### config.mk
export PLATFORM = sky130hd
export DESIGN_NAME = ysyx_25040111_clint_timer
export DESIGN_NICKNAME = d
export VERILOG_FILES = /design/src/rtl/ysyx_25040111_clint_timer.sv
export SDC_FILE = /design/constraint.sdc
export NUM_CORES = 1
export LEC_CHECK = 0
export CAP_MARGIN = 20
export CORE_MARGIN = 2
export CORE_UTILIZATION = 40
export DETAILED_ROUTE_END_ITERATION = 8
export PLACE_DENSITY_LB_ADDON = 0.25
export SLEW_MARGIN = 10
export SYNTH_ARGS = -nofsm -noshare
export SYNTH_HDL_FRONTEND = slang
export SYNTH_SLANG_ARGS = --single-unit
### constraint.sdc
create_clock -name clk -period 2.8 [get_ports clk]
set_clock_uncertainty 0.1 [all_clocks]
set_input_delay 0.56 -clock clk [delete_from_list [all_inputs] [get_ports clk]]
set_output_delay 0.56 -clock clk [all_outputs]
set_load 0.1 [all_outputs]
### src/rtl/ysyx_25040111_clint_timer.sv
// CLINT-style machine timer (mtime/mtimecmp) with an AXI4-Lite-like slave port.
// Define CLINT_MSIP_EN to add the per-hart software-interrupt (msip) registers.
module ysyx_25040111_clint_timer #(
  parameter logic [31:0] BASE_ADDR = 32'h0200_0000,
  parameter int          NHART     = 1,
  parameter int          DIV       = 1
) (
  input  logic              clk,
  input  logic              rst_n,
  input  logic [31:0]       araddr,
  input  logic              arvalid,
  output logic              arready,
  output logic [31:0]       rdata,
  output logic [1:0]        rresp,
  output logic              rvalid,
  input  logic              rready,
  input  logic [31:0]       awaddr,
  input  logic              awvalid,
  output logic              awready,
  input  logic [31:0]       wdata,
  input  logic [3:0]        wstrb,
  input  logic              wvalid,
  output logic              wready,
  output logic [1:0]        bresp,
  output logic              bvalid,
  input  logic              bready,
  output logic [NHART-1:0]  mtip,
  output logic [NHART-1:0]  msip,
  output logic              dbg_r_state,
  output logic [1:0]        dbg_w_state
);

  // Handshake rule on every channel: a beat transfers on the rising edge where
  // valid and ready are both high; valid and its payload stay stable until then.

  typedef enum logic {R_IDLE, R_RESP} r_state_e;
  typedef enum logic [1:0] {W_IDLE, W_EXEC, W_RESP} w_state_e;
  typedef enum logic [2:0] {K_NONE, K_MTIME_LO, K_MTIME_HI, K_CMP_LO, K_CMP_HI, K_MSIP} kind_e;

  typedef struct packed {
    kind_e      kind;
    logic [1:0] hart;
  } dec_t;

  localparam logic [31:0] CMP_END = 32'h4000 + 32'(8 * NHART);
`ifdef CLINT_MSIP_EN
  localparam logic [31:0] MSIP_END = 32'(4 * NHART);
`endif

  function automatic dec_t decode(input logic [31:0] addr);
    logic [31:0] off;
    dec_t d;
    off    = addr - BASE_ADDR;
    d.kind = K_NONE;
    d.hart = '0;
    if (off[1:0] == 2'b00) begin
      if (off == 32'h48) begin
        d.kind = K_MTIME_LO;
      end else if (off == 32'h4C) begin
        d.kind = K_MTIME_HI;
      end else if (off >= 32'h4000 && off < CMP_END) begin
        d.kind = off[2] ? K_CMP_HI : K_CMP_LO;
        d.hart = off[4:3];
      end
`ifdef CLINT_MSIP_EN
      else if (off < MSIP_END) begin
        d.kind = K_MSIP;
        d.hart = off[3:2];
      end
`endif
    end
    return d;
  endfunction

  function automatic logic [31:0] merge(input logic [31:0] old_v, input logic [31:0] new_v,
                                        input logic [3:0] strb);
    logic [31:0] res;
    for (int i = 0; i < 4; i++) begin
      res[8*i +: 8] = strb[i] ? new_v[8*i +: 8] : old_v[8*i +: 8];
    end
    return res;
  endfunction

  // Timer state
  logic [63:0]      mtime_q, mtime_d;
  logic [7:0]       presc_q, presc_d;
  logic [63:0]      cmp_q [NHART];
  logic [63:0]      cmp_d [NHART];
  logic [NHART-1:0] mtip_q, mtip_d;
  logic             tick;

  // Read channel state
  r_state_e    r_state_q, r_state_d;
  logic [31:0] rdata_q, rdata_d;
  logic [1:0]  rresp_q, rresp_d;
  dec_t        rd_dec;
  logic [31:0] rd_val;
  logic        rd_err;

  // Write channel state
  w_state_e    w_state_q, w_state_d;
  logic        aw_got_q, aw_got_d;
  logic        w_got_q, w_got_d;
  logic [31:0] awaddr_q, awaddr_d;
  logic [31:0] wdata_q, wdata_d;
  logic [3:0]  wstrb_q, wstrb_d;
  logic [1:0]  bresp_q, bresp_d;
  dec_t        wr_dec;
  logic        wr_en;
  logic        wr_err;

`ifdef CLINT_MSIP_EN
  logic [NHART-1:0] msip_q, msip_d;
`endif

  assign arready     = (r_state_q == R_IDLE);
  assign rvalid      = (r_state_q == R_RESP);
  assign rdata       = rdata_q;
  assign rresp       = rresp_q;
  assign awready     = (w_state_q == W_IDLE) && !aw_got_q;
  assign wready      = (w_state_q == W_IDLE) && !w_got_q;
  assign bvalid      = (w_state_q == W_RESP);
  assign bresp       = bresp_q;
  assign mtip        = mtip_q;
  assign dbg_r_state = r_state_q;
  assign dbg_w_state = w_state_q;

`ifdef CLINT_MSIP_EN
  assign msip = msip_q;
`else
  assign msip = '0;
`endif

  // Read decode: data is captured in the address-handshake cycle.
  always_comb begin
    rd_dec = decode(araddr);
    rd_val = '0;
    rd_err = 1'b0;
    case (rd_dec.kind)
      K_MTIME_LO: rd_val = mtime_q[31:0];
      K_MTIME_HI: rd_val = mtime_q[63:32];
      K_CMP_LO: begin
        for (int h = 0; h < NHART; h++) begin
          if (rd_dec.hart == 2'(h)) rd_val = cmp_q[h][31:0];
        end
      end
      K_CMP_HI: begin
        for (int h = 0; h < NHART; h++) begin
          if (rd_dec.hart == 2'(h)) rd_val = cmp_q[h][63:32];
        end
      end
`ifdef CLINT_MSIP_EN
      K_MSIP: begin
        for (int h = 0; h < NHART; h++) begin
          if (rd_dec.hart == 2'(h)) rd_val = {31'b0, msip_q[h]};
        end
      end
`endif
      default: rd_err = 1'b1;
    endcase
  end

  always_comb begin
    r_state_d = r_state_q;
    rdata_d   = rdata_q;
    rresp_d   = rresp_q;
    case (r_state_q)
      R_IDLE: begin
        if (arvalid) begin
          rdata_d   = rd_val;
          rresp_d   = rd_err ? 2'b10 : 2'b00;
          r_state_d = R_RESP;
        end
      end
      R_RESP: begin
        if (rready) r_state_d = R_IDLE;
      end
      default: r_state_d = R_IDLE;
    endcase
  end

  // AW and W beats are collected independently; execution starts once both are held.
  always_comb begin
    w_state_d = w_state_q;
    aw_got_d  = aw_got_q;
    w_got_d   = w_got_q;
    awaddr_d  = awaddr_q;
    wdata_d   = wdata_q;
    wstrb_d   = wstrb_q;
    bresp_d   = bresp_q;
    case (w_state_q)
      W_IDLE: begin
        if (awvalid && awready) begin
          aw_got_d = 1'b1;
          awaddr_d = awaddr;
        end
        if (wvalid && wready) begin
          w_got_d = 1'b1;
          wdata_d = wdata;
          wstrb_d = wstrb;
        end
        if (aw_got_d && w_got_d) w_state_d = W_EXEC;
      end
      W_EXEC: begin
        bresp_d   = wr_err ? 2'b10 : 2'b00;
        aw_got_d  = 1'b0;
        w_got_d   = 1'b0;
        w_state_d = W_RESP;
      end
      W_RESP: begin
        if (bready) w_state_d = W_IDLE;
      end
      default: w_state_d = W_IDLE;
    endcase
  end

  // Counter and register updates; a software write to mtime overrides that cycle's tick.
  always_comb begin
    wr_dec  = decode(awaddr_q);
    wr_en   = (w_state_q == W_EXEC);
    wr_err  = (wr_dec.kind == K_NONE);
    tick    = (presc_q == 8'(DIV - 1));
    mtime_d = tick ? mtime_q + 64'd1 : mtime_q;
    presc_d = tick ? 8'd0 : presc_q + 8'd1;
    for (int h = 0; h < NHART; h++) cmp_d[h] = cmp_q[h];
`ifdef CLINT_MSIP_EN
    msip_d = msip_q;
`endif
    if (wr_en) begin
      case (wr_dec.kind)
        K_MTIME_LO: begin
          mtime_d = {mtime_q[63:32], merge(mtime_q[31:0], wdata_q, wstrb_q)};
          presc_d = 8'd0;
        end
        K_MTIME_HI: begin
          mtime_d = {merge(mtime_q[63:32], wdata_q, wstrb_q), mtime_q[31:0]};
          presc_d = 8'd0;
        end
        K_CMP_LO: begin
          for (int h = 0; h < NHART; h++) begin
            if (wr_dec.hart == 2'(h))
              cmp_d[h] = {cmp_q[h][63:32], merge(cmp_q[h][31:0], wdata_q, wstrb_q)};
          end
        end
        K_CMP_HI: begin
          for (int h = 0; h < NHART; h++) begin
            if (wr_dec.hart == 2'(h))
              cmp_d[h] = {merge(cmp_q[h][63:32], wdata_q, wstrb_q), cmp_q[h][31:0]};
          end
        end
`ifdef CLINT_MSIP_EN
        K_MSIP: begin
          for (int h = 0; h < NHART; h++) begin
            if (wr_dec.hart == 2'(h) && wstrb_q[0]) msip_d[h] = wdata_q[0];
          end
        end
`endif
        default: ;
      endcase
    end
    for (int h = 0; h < NHART; h++) mtip_d[h] = (mtime_q >= cmp_q[h]);
  end

  always_ff @(posedge clk or negedge rst_n) begin
    if (!rst_n) begin
      mtime_q   <= '0;
      presc_q   <= '0;
      mtip_q    <= '0;
      for (int h = 0; h < NHART; h++) cmp_q[h] <= '1;
      r_state_q <= R_IDLE;
      rdata_q   <= '0;
      rresp_q   <= '0;
      w_state_q <= W_IDLE;
      aw_got_q  <= 1'b0;
      w_got_q   <= 1'b0;
      awaddr_q  <= '0;
      wdata_q   <= '0;
      wstrb_q   <= '0;
      bresp_q   <= '0;
    end else begin
      mtime_q   <= mtime_d;
      presc_q   <= presc_d;
      mtip_q    <= mtip_d;
      for (int h = 0; h < NHART; h++) cmp_q[h] <= cmp_d[h];
      r_state_q <= r_state_d;
      rdata_q   <= rdata_d;
      rresp_q   <= rresp_d;
      w_state_q <= w_state_d;
      aw_got_q  <= aw_got_d;
      w_got_q   <= w_got_d;
      awaddr_q  <= awaddr_d;
      wdata_q   <= wdata_d;
      wstrb_q   <= wstrb_d;
      bresp_q   <= bresp_d;
    end
  end

`ifdef CLINT_MSIP_EN
  always_ff @(posedge clk or negedge rst_n) begin
    if (!rst_n) msip_q <= '0;
    else        msip_q <= msip_d;
  end
`endif

endmodule

==> results of run 1 <==
worst max-delay path by stage:
stage | startpoint | end | slack (ps) | cells past startpoint
after global routing | awaddr_q[25] | mtime_q[45] | -6 | 11
after detailed placement | araddr[25] | rdata[24] | -50 | 10
after CTS | awaddr_q[25] | mtime_q[53] | 20 | 11
after floorplan | dbg_w_state[1] | awaddr_q[10] | 9 | 5
after global placement | cmp_q[19] | mtip | 30 | 11
final | awaddr_q[25] | mtime_q[60] | 90 | 12
power groups by stage:
stage / Combinational [mW] / Sequential [mW] / Clock (mW)
finish: 1.98 / 4.84 / 3.85
global route: 2.13 / 4.93 / 4.08
CTS: 1.93 / 4.83 / 3.93
detailed placement: 1.92 / 4.88 / 0
global placement: 1.88 / 4.86 / 0
floorplan: 1.27 / 4.67 / 0
sequential cells by signal (all words and copies together), names as in the netlist, 2 cells and up:
signal / count
cmp_q: 64
mtime_q: 64
awaddr_q: 32
rdata: 32
wdata_q: 32
presc_q: 8
wstrb_q: 4
dbg_w_state: 2
cell type report:
type                    instances  area (sq um)
fillers                      3011         16000
multi-input cells             913          7040
flip-flops and latches        244          6190
repair buffers                264          2430
clock buffers                  46           870
well taps                     448           561
inverters                      80           304
clock inverters                 6           105
kinds of logic (layout without fill, tap and decap cells):
| family | after synthesis | in the layout | synth area share |
|---|---|---|---|
| flops | 244 | 244 | 0.454 |
| mux | 195 | 195 | 0.155 |
| fa+ha+maj | 69 | 69 | 0.0633 |
| simple gates | 380 | 380 | 0.153 |
| xor+xnor | 9 | 9 | 0.00578 |
| other cells | 1 | 3 | 0.000275 |
| compound gates | 257 | 257 | 0.129 |
| buf+inv | 132 | 396 | 0.0395 |
per-stage QoR:
step / power, mW / cells
detailed placement: 6.80 / 1937
floorplan: 5.93 / 1289
global route: 11.1 / 2001
finish: 10.7 / 2001
global placement: 6.75 / 1937
CTS: 10.7 / 1991
worst max-delay path: stages (launching register included):
cell and delay [ps]:
dfrtp_1 400, inv_2 90, ha_4 190, nor4bb_4 140
nand4_1 170, buf_4 150, nor4_4 40, buf_6 140
buf_6 130, clkbuf_16 150, or4_4 560, o32ai_1 270
a21oi_1 60
routing by layer:
metal  track usage  up-vias
met2         0.356      351
met5             0        -
met3        0.0427       61
met1         0.287     5544
met4        0.0562        0
li1              -     5300
what timing repair did:
action                     4_1_cts  5_1_grt
hold endpoints to repair        56        0
hold buffers                     1        0
setup endpoints to repair        3       62
pin swaps                        1       10
setup buffers                    1        7
cloned                           0        3
gates resized for setup          1       23
cells in the final DEF, fill, tap and decap left out, drive strengths merged, types with 5 or more instances in the layout:
cell type | Yosys | final
dfrtp | 180 | 180
buf | 22 | 157
mux2 | 130 | 130
clkdlybuf4s50 | 0 | 104
nor2 | 86 | 86
inv | 80 | 79
nand2 | 72 | 72
ha | 69 | 69
mux2i | 65 | 65
dfstp | 64 | 64
clkbuf | 30 | 48
nand3 | 47 | 47
a21oi | 46 | 46
o21ai | 39 | 39
o22ai | 38 | 38
nand4 | 38 | 38
a211oi | 36 | 36
nor3 | 35 | 35
a22o | 32 | 32
and3 | 30 | 30
nor4 | 20 | 20
o211ai | 19 | 19
and2 | 9 | 9
xor2 | 6 | 6
o21a | 6 | 6
nor2b | 6 | 6
and4 | 6 | 6
nor3b | 5 | 5
a31oi | 5 | 5
nand2b | 5 | 5
a311oi | 5 | 5
or3 | 5 | 5
==> metrics.cfg, run 1 <==
[global_routing]
grt.overflow.total=0
grt_pass1_wl_microns=61400
antenna_found_initial=0
first_global_vias=11200
grt_max_degree=79
track_usage=0.214

[sta]
slew_headroom=0.450
clock.fmax_ghz=0.369
report.final.slew_viol_count=0
whs_ps=404
tightest_slew_ps=824
fin_tns_setup_ps=0
fin_ws_ps=92.7
hold_violations=0
timing.final.crit_share=0.967
final.min_clock_period_ps=2710
setup-violations-final=0

[cts]
clock_latency_ps=550
clkSinkCount=244
clkSlewWorstSetupHoldPaths_ps=60
cts_max_level=1
cts_root_buffer=clkbuf_16
cts_buffers=28
cts_tree=built
ctsLongestPathBuffers=3

[yosys]
syn_area_sq_um=13600
synth.top_cell.area_share=0.330
async_flop_share=1.00
yosysTopAreaCell=dfrtp_1
synth_most_common_cell=dfrtp_1
avgSynthCellArea_sq_um=10.6
yosys_warnings=0
synth_cell_type_count=74
synth_area_leaders=dfrtp_1 (33%), dfstp_2 (12%), mux2_2 (11%), ha_1 (6.3%), mux2i_1 (4.8%)
synth_ff_type=dfrtp_1
synth-seq-area-share=0.454
synth_edf_count=0
synth-seq-cells=244
syn_inst=1287
synthTopCellsByCount=dfrtp_1 (180), mux2_2 (130), inv_1 (80)

[hold_path]
min_from=rdata[15]
whs_path_depth=1
hp-class=flip-flop to flip-flop
min_to=rdata[15]

[critical_path]
timing.rr.start=awaddr_q[25]
arrival_ps=3030
end_kind=flip-flop
worstPathMaxFanout=7
regToRegSetupSlack_ps=90
cp_data_required_time_ps=3120
reg2reg_to=mtime_q[60]
reg2reg_depth=12
setup.worst_path.start_class=flip-flop
critical_path_class=flip-flop to flip-flop

[job]
maxCapViolCount=0

[floorplan]
die_x_microns=189
design.core.area_sq_um=33500
start_util=0.406
die_h_microns=189
die_area_sq_um=35600
ioPinCount=153
rows=67

[layout]
fin_area_sq_um=17500
nNetsFinal=1707
area_growth_pct=28.4
antenna-diode-count=0
utilization=0.522
drive_gt1_frac=0.289

[power]
pwr_density_cell_nw_per_um2=610
vdd_drop_max_mv=0.745
power.switching_mw=3.22
internal-power_mw=7.45
p_leak_nw=7.52
seqPwrFrac=0.454
clkPwrFrac=0.361
sw_frac_of_total=0.302
p_comb_frac=0.185

[routing]
drt_iter0_markers=568
avgRoutedWirePerCell_microns=19.4
wl_met1_microns=17400
via_per_inst=5.63
met3_length_microns=2610
drc=0
antenna_left=0
wl_met2_microns=17800
drtPass1Iterations=4
wirelength_microns=38800
vias=11300
maxUsedRoutingLayer=met4

[placement]
pre_cts_ws_ps=-52.8
port_buffers=149
place_congestion=0.926
placed_cell_area_sq_um=16300
hpwl_microns=28700

[outcome]
outcome=complete, no violations

No activity file was read; power rests on OpenSTA's default activity.
==> run 2, diff against run 1 <==
--- a/config.mk
+++ b/config.mk
@@ -6,8 +6,8 @@
 export NUM_CORES = 1
 export LEC_CHECK = 0
 export CAP_MARGIN = 20
-export CORE_MARGIN = 2
-export CORE_UTILIZATION = 40
+export CORE_MARGIN = 8
+export CORE_UTILIZATION = 35
 export DETAILED_ROUTE_END_ITERATION = 8
 export PLACE_DENSITY_LB_ADDON = 0.25
 export SLEW_MARGIN = 10
==> run 2 against run 1 <==
Against the previous run:
- clock power shrank 4%
- combinational power is essentially flat
- die area rose by 28%
- cell count increased by 4.2%
- critical endpoint is now mtime_q[54]
==> metrics.cfg, run 2 (synthesized netlist as in run 1, its figures left out) <==
[critical_path]
arrival_ps=3110  ; +80 ps
critical_path_class=flip-flop to flip-flop
timing.rr.start=awaddr_q[25]
worstPathMaxFanout=8  ; +1
reg2reg_depth=12  ; unchanged
cp_data_required_time_ps=3160  ; +40 ps
end_kind=flip-flop
setup.worst_path.start_class=flip-flop
regToRegSetupSlack_ps=50  ; -40 ps
reg2reg_to=mtime_q[54]

[job]
maxCapViolCount=0  ; unchanged

[outcome]
outcome=complete, no violations

[layout]
antenna-diode-count=0  ; unchanged
fillers=3727  ; +24%
layout.cells.non_filler=2085  ; +4.2%
multi_input_area_sq_um=7170  ; +1.9%
area_growth_pct=30.3
final_cell_mix=dfrtp_1 (177), buf_4 (157), mux2_2 (130), clkdlybuf4s50_1 (104), inv_1 (78)
drive_gt1_frac=0.313  ; +0.0236
final_common_cell=dfrtp_1
nNetsFinal=1721  ; +0.82%
seqCellArea_sq_um=6190  ; unchanged
reg_top3=cmp_q (64), mtime_q (64)

[power]
p_leak_nw=7.60  ; +1.0%
pwr_density_cell_nw_per_um2=593  ; -2.7%
vdd_drop_max_mv=0.760  ; +2.0%

[routing]
drtPass1Iterations=5  ; +1
avgRoutedWirePerCell_microns=20.0  ; +3.3%
antenna_left=0  ; unchanged
drc=0  ; unchanged
wirelength_microns=41800  ; +7.7%
vias=11300  ; +0.72%
drt_iter0_markers=612  ; +7.7%
via_per_inst=5.44  ; -3.3%

[sta]
hold_violations=0  ; unchanged
report.final.slew_viol_count=0  ; unchanged
final.min_clock_period_ps=2750  ; +38.3 ps
slew_headroom=0.419  ; -0.0316
tightest_slew_ps=872  ; +47.4 ps
grt_setup_unrepaired=yes
whs_ps=402  ; -1.21 ps
timing.final.crit_share=0.981  ; +0.0137
clock.fmax_ghz=0.364  ; -1.4%
setup-violations-final=0  ; unchanged

[global_routing]
track_usage=0.181  ; -0.0340
antenna_found_initial=2  ; +2
grt_pass1_wl_microns=65900  ; +7.2%
grt.overflow.total=0  ; unchanged
grt_max_degree=69  ; -13%
first_global_vias=11700  ; +4.4%

[floorplan]
die_x_microns=213  ; +13%
rows=72  ; +7.5%
ioPinCount=153  ; unchanged
die_h_microns=213  ; +13%
start_util=0.353  ; -0.0530
design.core.area_sq_um=38600  ; +15%
die_area_sq_um=45500  ; +28%

[placement]
port_buffers=149  ; unchanged
place_congestion=0.879  ; -5.1%
dp_cells=2016  ; +4.1%
hpwl_microns=30700  ; +7.1%

[hold_path]
hp-class=flip-flop to flip-flop
min_from=bresp[1]
whs_path_depth=1  ; unchanged
min_to=bresp[1]

[cts]
clkSlewWorstSetupHoldPaths_ps=60  ; about the same
clkSinkCount=244  ; unchanged
cts_buffers=29  ; +3.6%
clock_latency_ps=560  ; about the same
cts_tree=built
cts_max_level=1  ; unchanged
ctsLongestPathBuffers=3  ; unchanged
cts_root_buffer=clkbuf_16

==> run 2: changes by cell type in the layout (fill, tap and decap cells not counted), moves of 5 or more <==
| cell | previous run | this run |
|---|---|---|
| a211oi_1 | 35 | 26 |
| and3_4 | 0 | 5 |
| a211oi_2 | 1 | 10 |
| buf_4 | 142 | 157 |
==> run 2: power breakdown <==
part	internal [mW]	switching [mW]
clock	2.23	1.48
combinational	0.969	0.992
sequential	4.09	0.785
==> run 2: stage by stage <==
step | utilization | power [mW] | setup TNS (ps) | worst slack, ps | instance area (sq um)
4_1_cts | 0.451 | 10.6 | 0 | 36.2 | 17400
2_1_floorplan | - | 5.93 | 0 | 8.88 | 13700
5_1_grt | 0.461 | 11.0 | -1420 | -106 | 17800
3_3_place_gp | 0.426 | 6.77 | -592 | -75.9 | 16400
3_5_place_dp | 0.426 | 6.81 | -435 | -103 | 16400
6_report | 0.461 | 10.5 | 0 | 54.4 | 17800
==> run 2: cell type report <==
| type | count | share of cell area |
|---|---|---|
| clock inverter | 5 | 0.00282 |
| timing repair buffer | 277 | 0.141 |
| clock buffer | 48 | 0.0499 |
| inverter | 80 | 0.0171 |
| tap | 518 | 0.0365 |
| sequential | 244 | 0.349 |
| multi-input combinational | 913 | 0.404 |
==> run 2: timing repair <==
item,CTS,global route
buffers inserted,0,13
gates cloned,0,2
pin swaps,0,15
endpoints found under the setup margin,26,67
endpoints found under the hold margin,59,0
hold buffers,1,0
gates resized for setup,7,48
==> run 2: worst max path at each step <==
stage	slack [ps]	endpoint	cells past startpoint	from
3_3_place_gp	-80	mtime_q[51]	10	awaddr_q[25]
5_1_grt	-110	mtime_q[36]	11	awaddr_q[25]
4_1_cts	40	mtime_q[59]	9	awaddr_q[25]
3_5_place_dp	-100	mtime_q[51]	10	awaddr_q[25]
2_1_floorplan	9	awaddr_q[10]	5	dbg_w_state[1]
6_report	50	mtime_q[54]	12	awaddr_q[25]
==> run 2: layer usage <==
metal | up-vias | global-route usage | share of wire
li1 | 5321 | - | -
met1 | 5633 | 0.236 | 0.44
met2 | 314 | 0.303 | 0.47
met3 | 67 | 0.0377 | 0.062
met4 | 2 | 0.0437 | 0.022
met5 | - | 0 | 0.00031
==> run 2: critical path, cell delays in order (launching register included) <==
cell	delay, ps
dfrtp_1	390
inv_2	80
ha_4	190
nor4bb_4	160
nand4_1	120
buf_4	150
nor4_4	40
buf_6	140
buf_12	140
buf_8	130
nor4_4	640
a211oi_2	160
nor3b_1	200
